==> src/rtl/md6_job_sequencer_pkg.sv <==
// md6_job_sequencer_pkg
//   Shared definitions for the MD6 job sequencer: state encoding (also
//   exported on state_dbg), default watchdog limits and counter width.
package md6_job_sequencer_pkg;

  localparam int unsigned SEQ_CNT_W       = 24;
  localparam logic [23:0] SEQ_TIMEOUT_DEF = 24'd10_000_000;
  localparam logic [19:0] SEQ_TX_DEF      = 20'd600_000;

  // Cycles the transmitter gets to raise tx_busy after tx_start.
  localparam int unsigned TX_START_WIN    = 4;

  // IDLE cycles during which done_rx is ignored after a retired job,
  // giving the receiver time to drop done_rx after rx_clear.
  localparam logic [1:0]  RETIRE_HOLDOFF  = 2'd2;

  typedef enum logic [2:0] {
    S_IDLE   = 3'd0,
    S_HASH   = 3'd1,
    S_HOLD   = 3'd2,
    S_TX     = 3'd3,
    S_RETIRE = 3'd4,
    S_ERR    = 3'd5
  } seq_state_t;

  // States in which the MD6 core must stay enabled so D stays valid.
  function automatic logic job_holds_core(input seq_state_t s);
    return (s == S_HASH) || (s == S_HOLD) || (s == S_TX);
  endfunction

endpackage

==> src/rtl/md6_job_sequencer_seq_watchdog.sv <==
// seq_watchdog
//   Saturating up-counter with synchronous clear and count enable. The
//   expire flag compares the current count against a caller-supplied last
//   value, so one instance serves both the hash and transmit limits.
// Ports
//   clk       in   rising-edge clock
//   reset     in   synchronous active-high reset (count -> 0)
//   i_clear   in   zero the count (wins over i_en)
//   i_en      in   increment the count, saturating at all-ones
//   i_last    in   count value that flags expiry
//   o_count   out  current count
//   o_expire  out  o_count == i_last
module seq_watchdog #(
  parameter int unsigned CNT_W = 24
) (
  input  logic             clk,
  input  logic             reset,
  input  logic             i_clear,
  input  logic             i_en,
  input  logic [CNT_W-1:0] i_last,
  output logic [CNT_W-1:0] o_count,
  output logic             o_expire
);

  logic [CNT_W-1:0] r_cnt;

  always_ff @(posedge clk) begin
    if (reset || i_clear) begin
      r_cnt <= '0;
    end else if (i_en && (r_cnt != '1)) begin
      r_cnt <= r_cnt + CNT_W'(1);
    end
  end

  assign o_count  = r_cnt;
  assign o_expire = (r_cnt == i_last);

endmodule

==> src/rtl/md6_job_sequencer.sv <==
// md6_job_sequencer
//   Runs one MD6 job: arms the core when the receiver holds a full job,
//   waits for done_MD6 under a timeout, launches the UART transmit
//   (automatically or on a button pulse), supervises tx_busy, then clears
//   the receiver for the next job. All outputs are registered.
// Ports
//   clk          in   system clock
//   reset        in   synchronous active-high reset
//   done_rx      in   receiver holds a complete job
//   done_MD6     in   hash output valid (held while md6_enable is high)
//   tx_busy      in   transmitter shifting bytes
//   transmit_en  in   one-cycle debounced button pulse
//   auto_tx      in   1: transmit as soon as the hash is done
//   md6_enable   out  enable to MD6_Mode, high from arm until retire
//   tx_start     out  one-cycle transmit launch pulse
//   rx_clear     out  one-cycle receiver clear pulse
//   busy         out  sequencer not idle
//   err_timeout  out  sticky timeout flag, cleared by reset or new job
//   state_dbg    out  current state encoding
module md6_job_sequencer
  import md6_job_sequencer_pkg::*;
#(
  parameter logic [23:0]  TIMEOUT_CYCLES = SEQ_TIMEOUT_DEF,
  parameter logic [19:0]  TX_CYCLES      = SEQ_TX_DEF,
  parameter int unsigned  CNT_W          = SEQ_CNT_W
) (
  input  logic       clk,
  input  logic       reset,
  input  logic       done_rx,
  input  logic       done_MD6,
  input  logic       tx_busy,
  input  logic       transmit_en,
  input  logic       auto_tx,
  output logic       md6_enable,
  output logic       tx_start,
  output logic       rx_clear,
  output logic       busy,
  output logic       err_timeout,
  output logic [2:0] state_dbg
);

  localparam logic [CNT_W-1:0] LAST_HASH     = CNT_W'(TIMEOUT_CYCLES) - CNT_W'(1);
  localparam logic [CNT_W-1:0] LAST_TX       = CNT_W'(TX_CYCLES) - CNT_W'(1);
  localparam logic [CNT_W-1:0] LAST_TX_START = CNT_W'(TX_START_WIN - 1);

  seq_state_t       r_state;
  seq_state_t       w_next;
  logic [CNT_W-1:0] w_cnt;
  logic [CNT_W-1:0] w_last;
  logic             w_expire;
  logic             w_wd_en;
  logic             w_wd_clear;
  logic             r_tx_seen;
  logic [1:0]       r_holdoff;

  // The watchdog counts only in HASH and TX and restarts from zero on
  // every state change, so each phase measures from its own entry.
  assign w_wd_en    = (r_state == S_HASH) || (r_state == S_TX);
  assign w_wd_clear = (w_next != r_state) || !w_wd_en;
  assign w_last     = (r_state == S_TX) ? LAST_TX : LAST_HASH;

  seq_watchdog #(
    .CNT_W (CNT_W)
  ) u_watchdog (
    .clk      (clk),
    .reset    (reset),
    .i_clear  (w_wd_clear),
    .i_en     (w_wd_en),
    .i_last   (w_last),
    .o_count  (w_cnt),
    .o_expire (w_expire)
  );

  always_comb begin
    w_next = r_state;
    unique case (r_state)
      S_IDLE: begin
        if ((r_holdoff == '0) && done_rx) w_next = S_HASH;
      end
      S_HASH: begin
        // done_MD6 is checked before expiry so a tie completes the job.
        if (!done_rx)       w_next = S_RETIRE;
        else if (done_MD6)  w_next = auto_tx ? S_TX : S_HOLD;
        else if (w_expire)  w_next = S_ERR;
      end
      S_HOLD: begin
        if (transmit_en) w_next = S_TX;
      end
      S_TX: begin
        if (r_tx_seen && !tx_busy)
          w_next = S_RETIRE;
        else if (tx_busy && w_expire)
          w_next = S_ERR;
        else if (!r_tx_seen && !tx_busy && (w_cnt == LAST_TX_START))
          w_next = S_ERR;
      end
      S_RETIRE: w_next = S_IDLE;
      S_ERR:    w_next = S_IDLE;
      default:  w_next = S_IDLE;
    endcase
  end

  // Outputs are decoded from the next state and registered with it, so
  // each output changes on the same edge as the state it belongs to.
  always_ff @(posedge clk) begin
    if (reset) begin
      r_state     <= S_IDLE;
      md6_enable  <= 1'b0;
      tx_start    <= 1'b0;
      rx_clear    <= 1'b0;
      busy        <= 1'b0;
      err_timeout <= 1'b0;
      r_tx_seen   <= 1'b0;
      r_holdoff   <= '0;
    end else begin
      r_state    <= w_next;
      md6_enable <= job_holds_core(w_next);
      tx_start   <= (w_next == S_TX) && (r_state != S_TX);
      rx_clear   <= (w_next == S_RETIRE) || (w_next == S_ERR);
      busy       <= (w_next != S_IDLE);
      if (w_next == S_ERR)
        err_timeout <= 1'b1;
      else if ((w_next == S_HASH) && (r_state != S_HASH))
        err_timeout <= 1'b0;
      r_tx_seen  <= (r_state == S_TX) && (r_tx_seen || tx_busy);
      if (r_state == S_RETIRE)
        r_holdoff <= RETIRE_HOLDOFF;
      else if ((r_state == S_IDLE) && (r_holdoff != '0))
        r_holdoff <= r_holdoff - 2'd1;
    end
  end

  assign state_dbg = r_state;

endmodule

==> config.mk <==
export PLATFORM = sky130hd
export DESIGN_NAME = md6_job_sequencer
export DESIGN_NICKNAME = d
export VERILOG_FILES = /design/src/rtl/md6_job_sequencer_pkg.sv /design/src/rtl/md6_job_sequencer_seq_watchdog.sv /design/src/rtl/md6_job_sequencer.sv
export SDC_FILE = /design/constraint.sdc
export NUM_CORES = 1
export LEC_CHECK = 0
export CAP_MARGIN = 5
export CORE_UTILIZATION = 60
export CTS_CLUSTER_DIAMETER = 150
export DETAILED_ROUTE_END_ITERATION = 12
export PLACE_DENSITY = 0.92
export SYNTH_ARGS = -nofsm -noshare
export SYNTH_HDL_FRONTEND = slang
export SYNTH_SLANG_ARGS = --single-unit
==> constraint.sdc <==
create_clock -name clk -period 4.4 [get_ports clk]
set_clock_uncertainty 0.1 [all_clocks]
set_input_delay 0.88 -clock clk [delete_from_list [all_inputs] [get_ports clk]]
set_output_delay 0.88 -clock clk [all_outputs]
set_load 0.01 [all_outputs]
* Word-level counts from Yosys, hierarchy flattened
Cells that the tools add are included.
** Storage, ports and cells
- Bits in registers :: 35
- Bits in latches :: 0
- Memory bits (writable) :: 0
- Bits in read-only memories :: 0
- Bits of input ports :: 7
- Output and inout port bits :: 8
- Word-level logic and storage cells :: 69
- Memories kept :: 0
** Operators by class
- Add/sub/neg operators :: 2
- Multiply operators :: 0
- Div/mod/pow operators :: 0
- Magnitude comparators :: 0
- Eq/ne operators :: 15
- Shift operators :: 0
- Mux-type cells :: 15
- Bitwise gates (word level) :: 0
- Reduce and logical (&&, ||, !) cells :: 27
** Operators with widths (number)
- adder 24 x 1 -> 24 bit, second input constant :: 1
- == test 24 x 2 -> 1 bit, second input constant :: 1
- == test 24 bit :: 1
- two-way mux 24 bit :: 1
- two-way mux 3 bit :: 8
- inequality test 24 bit, second input constant :: 1
- == test 3 x 2 -> 1 bit, second input constant :: 4
- one-hot mux 3 bit (4 select lines) :: 1
- logical AND 1 bit :: 10
- == test 3 bit, second input constant :: 3
- logical OR 1 bit :: 7
- == test 3 x 1 -> 1 bit, second input constant :: 2
- nonzero test 2 bit :: 3
- two-way mux 2 bit :: 2
- zero test 1 bit :: 3
- zero test 3 bit :: 1
- two-way mux 1 bit :: 3
- inequality test 3 x 1 -> 1 bit, second input constant :: 1
- inequality test 3 x 2 -> 1 bit, second input constant :: 1
- inequality test 3 bit :: 1
- nonzero test 3 bit :: 1
- zero test 2 bit :: 1
- OR reduction 2 bit :: 1
- subtractor 2 x 1 -> 2 bit, second input constant :: 1

* Depth between registers and ports, before layout
- Word-level depth :: 11
- Depth in mapped cells :: 8
- Mapped depth without buffers :: 7

* By module
From an unflattened synthesis, not the netlist that was laid out.
** Unflattened totals
- Cells, all modules :: 263
- Area, all modules :: 2149.6 um^2
** Modules (own cells, without submodules)
- seq_watchdog :: times used 1, cells each 186, area each 1530.2 um^2, seq. area each 480.5 um^2
- md6_job_sequencer :: times used 1, cells each 77, area each 619.3 um^2, seq. area each 220.2 um^2

* Least setup slack after synthesis
Ideal clock, no wire load.
- Kind :: input-to-reg
- Start point :: in tx_busy
- End point :: reg u_watchdog.r_cnt[0], in the netlist u_watchdog.o_count[0]
- Setup time :: 0.064 ns
- Arrival time :: 1.992 ns
- Data required time :: 4.236 ns
- Slack :: 2.244 ns
- Stages on the path :: 7
- Path buffers :: 1
- Cell sequence :: nor2_1 -> nand4_1 -> o2bb2ai_1 -> a21o_1 -> a2111o_2 -> buf_6 -> nor2_1
** Between the ends
- Cells in the longest elaborated chain, start to end :: 10
- Elaborated cells on any way between the ends :: 12
- Classes of those cells :: eq/ne (1); mux (4); reduce/logical (7)
** Ends and longest elaborated chain
- from (decl) :: line md6_job_sequencer.sv:31 : input logic tx_busy,
- zero test 1 bit :: line md6_job_sequencer.sv:90, md6_job_sequencer.sv:94
- logical AND 1 bit (2 in series) :: line md6_job_sequencer.sv:94 : else if (!r_tx_seen && !tx_busy && (w_cnt == LAST_TX_START))
- two-way mux 3 bit :: line md6_job_sequencer.sv:94
- two-way mux 3 bit :: line md6_job_sequencer.sv:92 : else if (tx_busy && w_expire)
- two-way mux 3 bit (*) :: line md6_job_sequencer.sv:90 : if (r_tx_seen && !tx_busy)
- one-hot mux 3 bit (4 select lines) (*) :: line md6_job_sequencer.sv:76 : unique case (r_state)
- inequality test 3 bit (*) :: line md6_job_sequencer.sv:59 : assign w_wd_clear = (w_next != r_state) || !w_wd_en;
- logical OR 1 bit (*) :: line md6_job_sequencer.sv:59
- logical OR 1 bit (*) :: line md6_job_sequencer_seq_watchdog.sv:28 : if (reset || i_clear) begin
- to (signal assigned) :: line md6_job_sequencer_seq_watchdog.sv:31 : r_cnt <= r_cnt + CNT_W'(1);
- to (decl) :: line md6_job_sequencer_seq_watchdog.sv:25 : logic [CNT_W-1:0] r_cnt;
Every way passes the cells marked *; elsewhere a longest branch is shown, timed or not.
A chain may end at the register's enable or synchronous reset.

* Final worst setup path
- Start point :: in tx_busy
- End point :: reg u_watchdog.r_cnt[7], in the netlist u_watchdog.o_count[7]
Same word-level chain as after synthesis.

==> impl_metrics.toml <==
[setup_path]
critPathMaxStageDelay_ns = 0.68
path_class = "in2reg"
cp_data_arrival_time_ns = 2.74
worstPathMaxFanout = 24
cp-start-kind = "primary input"
required_ns = 4.59
crit_path_frequent_cell = "nor2_1"
cp-end-kind = "register"
crit_chain = "clkdlybuf4s50_1 > nor2_1 > nand4_1 > o2bb2ai_1 > a21o_1 > a2111o_2 > nor2_1"
slowest_stage = "a2111o_2"

[logic_synthesis]
yosysSeqAreaShare_pct = 39.33
synth.distinct_cells = 40
synthMuxAreaShare_pct = 1.124
ys.flop_type = "dfxtp_1"
synth_compound_area_share_pct = 10.11
yosysMostFrequentCell = "nor2_1"
synth_seq_cells = 35
synth_xor_area_share_pct = 11.31
synth_edf_count = 0
synthArstFlopShare_pct = 0
synthTopCellsByArea = "dfxtp_1 (39%), xor2_1 (11%), nor2_1 (8.0%)"
syn_area_per_cell_sq_um = 8.404
synthSimpleGateAreaFrac_pct = 32.58
synthTopCellsByCount = "nor2_1 (38), dfxtp_1 (35), xor2_1 (22), nand4_1 (15), nand3_1 (14)"
synth_fa_ha_area_share_pct = 1.404
syn_area_sq_mm = 0.001782
syn-instance-count = 212
synthesis.nets = 221
yosysTopAreaCell = "dfxtp_1"
synth_top_family_by_area = "simple AND/OR/NAND/NOR gates"
synthDominantCellAreaShare_pct = 39.33
yosys_warnings = 0

[finish]
nFillCells = 221
areaGrowthSynthToFinish_pct = 10.60
drive_above_1_share_pct = 4.846
diodes = 0
num-nets-final = 235

[placed_design]
dp_hpwl_microns = 2572
portBuffers = 14
routabilityCongestion = 0.9335
place_ws_ns = 1.491

[power_and_ir_drop]
intPower_w = 0.0004499
total_power_w = 0.0006410
power.density_mw_per_mm2 = 325.3
p_sw_share_pct = 29.81
pwr-share-clk_pct = 26.8
leakagePower_nw = 0.7068
seq_power_share_pct = 54.1
peakVddDrop_v = 0.0003170
switchingPower_w = 0.0001911
p_comb_share_pct = 19.2

[timing]
finalCritPeriodShare_pct = 57.99
max_freq_mhz = 391.9
drv_slew = 0
rsz0062_at_grt = "false"
setup_violations = 0
final.setup.tns_ns = 0
finalHoldViolations = 0
worstMarginPinSlew_ns = 0.9687
fin_ws_ns = 1.849
slew_headroom_pct = 34.92
period_minus_slack_ns = 2.551

[route]
drc = 0
num_vias = 1560
drt_iter0_markers = 110
vias_per_cell = 6.047
postRouteAntennaNets = 0
wl_per_cell_microns = 14.02
routed_wl_microns = 3617
drtPass1Iterations = 5

[cts]
root_buffer = "clkbuf_4"
cts_buffers = 5
ctsResizeCount = 0
postCtsSetupRepairBufs = 0
htreeDepth = 2
cts_tree = "done"
cts_hold_buf = 0
clk_path_buf_depth = 2
insertion_delay_ns = 0.35
cts.sinks = 35
clk_pin_slew_ns = 0.11

[outcome]
status = "finished clean"

[floorplanning]
dieArea_sq_mm = 0.003192
ioPinCount = 15
fp.dieH_microns = 56.50
start_util_pct = 64.06
die_w_microns = 56.50
core_area_sq_mm = 0.002781
placementRows = 19

[grt]
grt_pass1_vias = 1415
grt_max_degree = 25
grt-ovfl-total = 0
grt.total_usage_pct = 24.58
grt_pass1_wl_microns = 6106
antenna_found_initial = 0

[job]
max_cap_viol_count = 0

[hold_path]
worstHoldPathType = "reg2reg"
==> cell families after synthesis <==
group	after synthesis
simple gates	111
xor+xnor	23
compound gates	24
flops	35
mux	2
fa+ha+maj	2
buf+inv	15
==> flip-flops by register name, indices dropped and copies added (netlist names) <==
register,cells
r_holdoff,2
busy,1
r_tx_seen,1
rx_clear,1
err_timeout,1
u_watchdog.o_count,24
md6_enable,1
state_dbg,3
tx_start,1
==> power groups by stage <==
stage,clock (W),sequential [W],combinational (W)
3_3_place_gp,0,0.000354,0.000121
6_report,0.000172,0.000346,0.000123
5_1_grt,0.000185,0.000349,0.000140
2_1_floorplan,0,0.000351,0.0000880
4_1_cts,0.000174,0.000347,0.000124
3_5_place_dp,0,0.000354,0.000123
==> path summary, 6_finish.rpt <==
path,startpoint,end,slack [ns],depth (start not counted)
setup / recovery,tx_busy,u_watchdog.o_count[7]$_SDFFE_PP0P_,1.85,7
hold / removal,r_holdoff[0]$_SDFFE_PP0P_,r_holdoff[0]$_SDFFE_PP0P_,0.38,2
setup reg to reg,u_watchdog.o_count[14]$_SDFFE_PP0P_,u_watchdog.o_count[2]$_SDFFE_PP0P_,2.06,6
hold reg to reg,r_holdoff[0]$_SDFFE_PP0P_,r_holdoff[0]$_SDFFE_PP0P_,0.38,2
==> worst max-delay path, delay by kind of cell <==
kind	cells	cell delay, ns
compound gates	3	0.96
buf+inv	1	0.53
simple gates	3	0.36
==> per-stage QoR <==
step | std cells | hold slack (ns) | util [%] | area [sq um]
6_report | 258 | 0.3849 | 70.85 | 1971
5_1_grt | 258 | 0.4255 | 70.85 | 1971
4_1_cts | 258 | 0.3765 | 70.85 | 1971
3_5_place_dp | 250 | 0.3622 | 68.92 | 1917
3_3_place_gp | 250 | 0.3559 | 68.92 | 1917
2_1_floorplan | 212 | 0.3440 | - | 1782
==> metal layers <==
metal	routed length, microns	track usage [%]
met5	0	0
met3	260	8.756
met4	65	10.10
met2	1599	38.66
met1	1692	30.39
==> layout make-up <==
| cell class | count | area [sq um] | share of cell area, % |
|---|---|---|---|
| Sequential cell | 35 | 700.7 | 35.56 |
| Inverter | 8 | 30.03 | 1.524 |
| Clock buffer | 6 | 41.29 | 2.095 |
| Timing Repair Buffer | 14 | 140.1 | 7.111 |
| Clock inverter | 2 | 12.51 | 0.6349 |
| Multi-Input combinational cell | 162 | 1007 | 51.11 |
| Tap cell | 31 | 38.79 | 1.968 |
==> cell usage in the layout (no fill, tap or decap), types with 2 or more instances in the layout <==
| cell type | synthesis | routed |
|---|---|---|
| nand4b_1 | 2 | 2 |
| a21oi_1 | 3 | 3 |
| clkdlybuf4s50_1 | 0 | 14 |
| a31oi_1 | 2 | 2 |
| o211a_1 | 2 | 2 |
| nor4_1 | 3 | 3 |
| clkbuf_4 | 0 | 5 |
| mux2i_1 | 2 | 2 |
| ha_1 | 2 | 2 |
| dfxtp_1 | 35 | 35 |
| xor2_1 | 22 | 22 |
| and4_1 | 6 | 6 |
| nand3_1 | 14 | 14 |
| nand4_1 | 15 | 15 |
| nor2_1 | 38 | 38 |
| nand2b_1 | 2 | 2 |
| nor3_1 | 7 | 7 |
| o21ai_0 | 5 | 5 |
| and3_1 | 6 | 6 |
| and2_1 | 3 | 3 |
| a211oi_1 | 2 | 2 |
| nand2_1 | 11 | 11 |
| inv_1 | 8 | 8 |
Note: power is estimated with default switching activity, not from simulation.
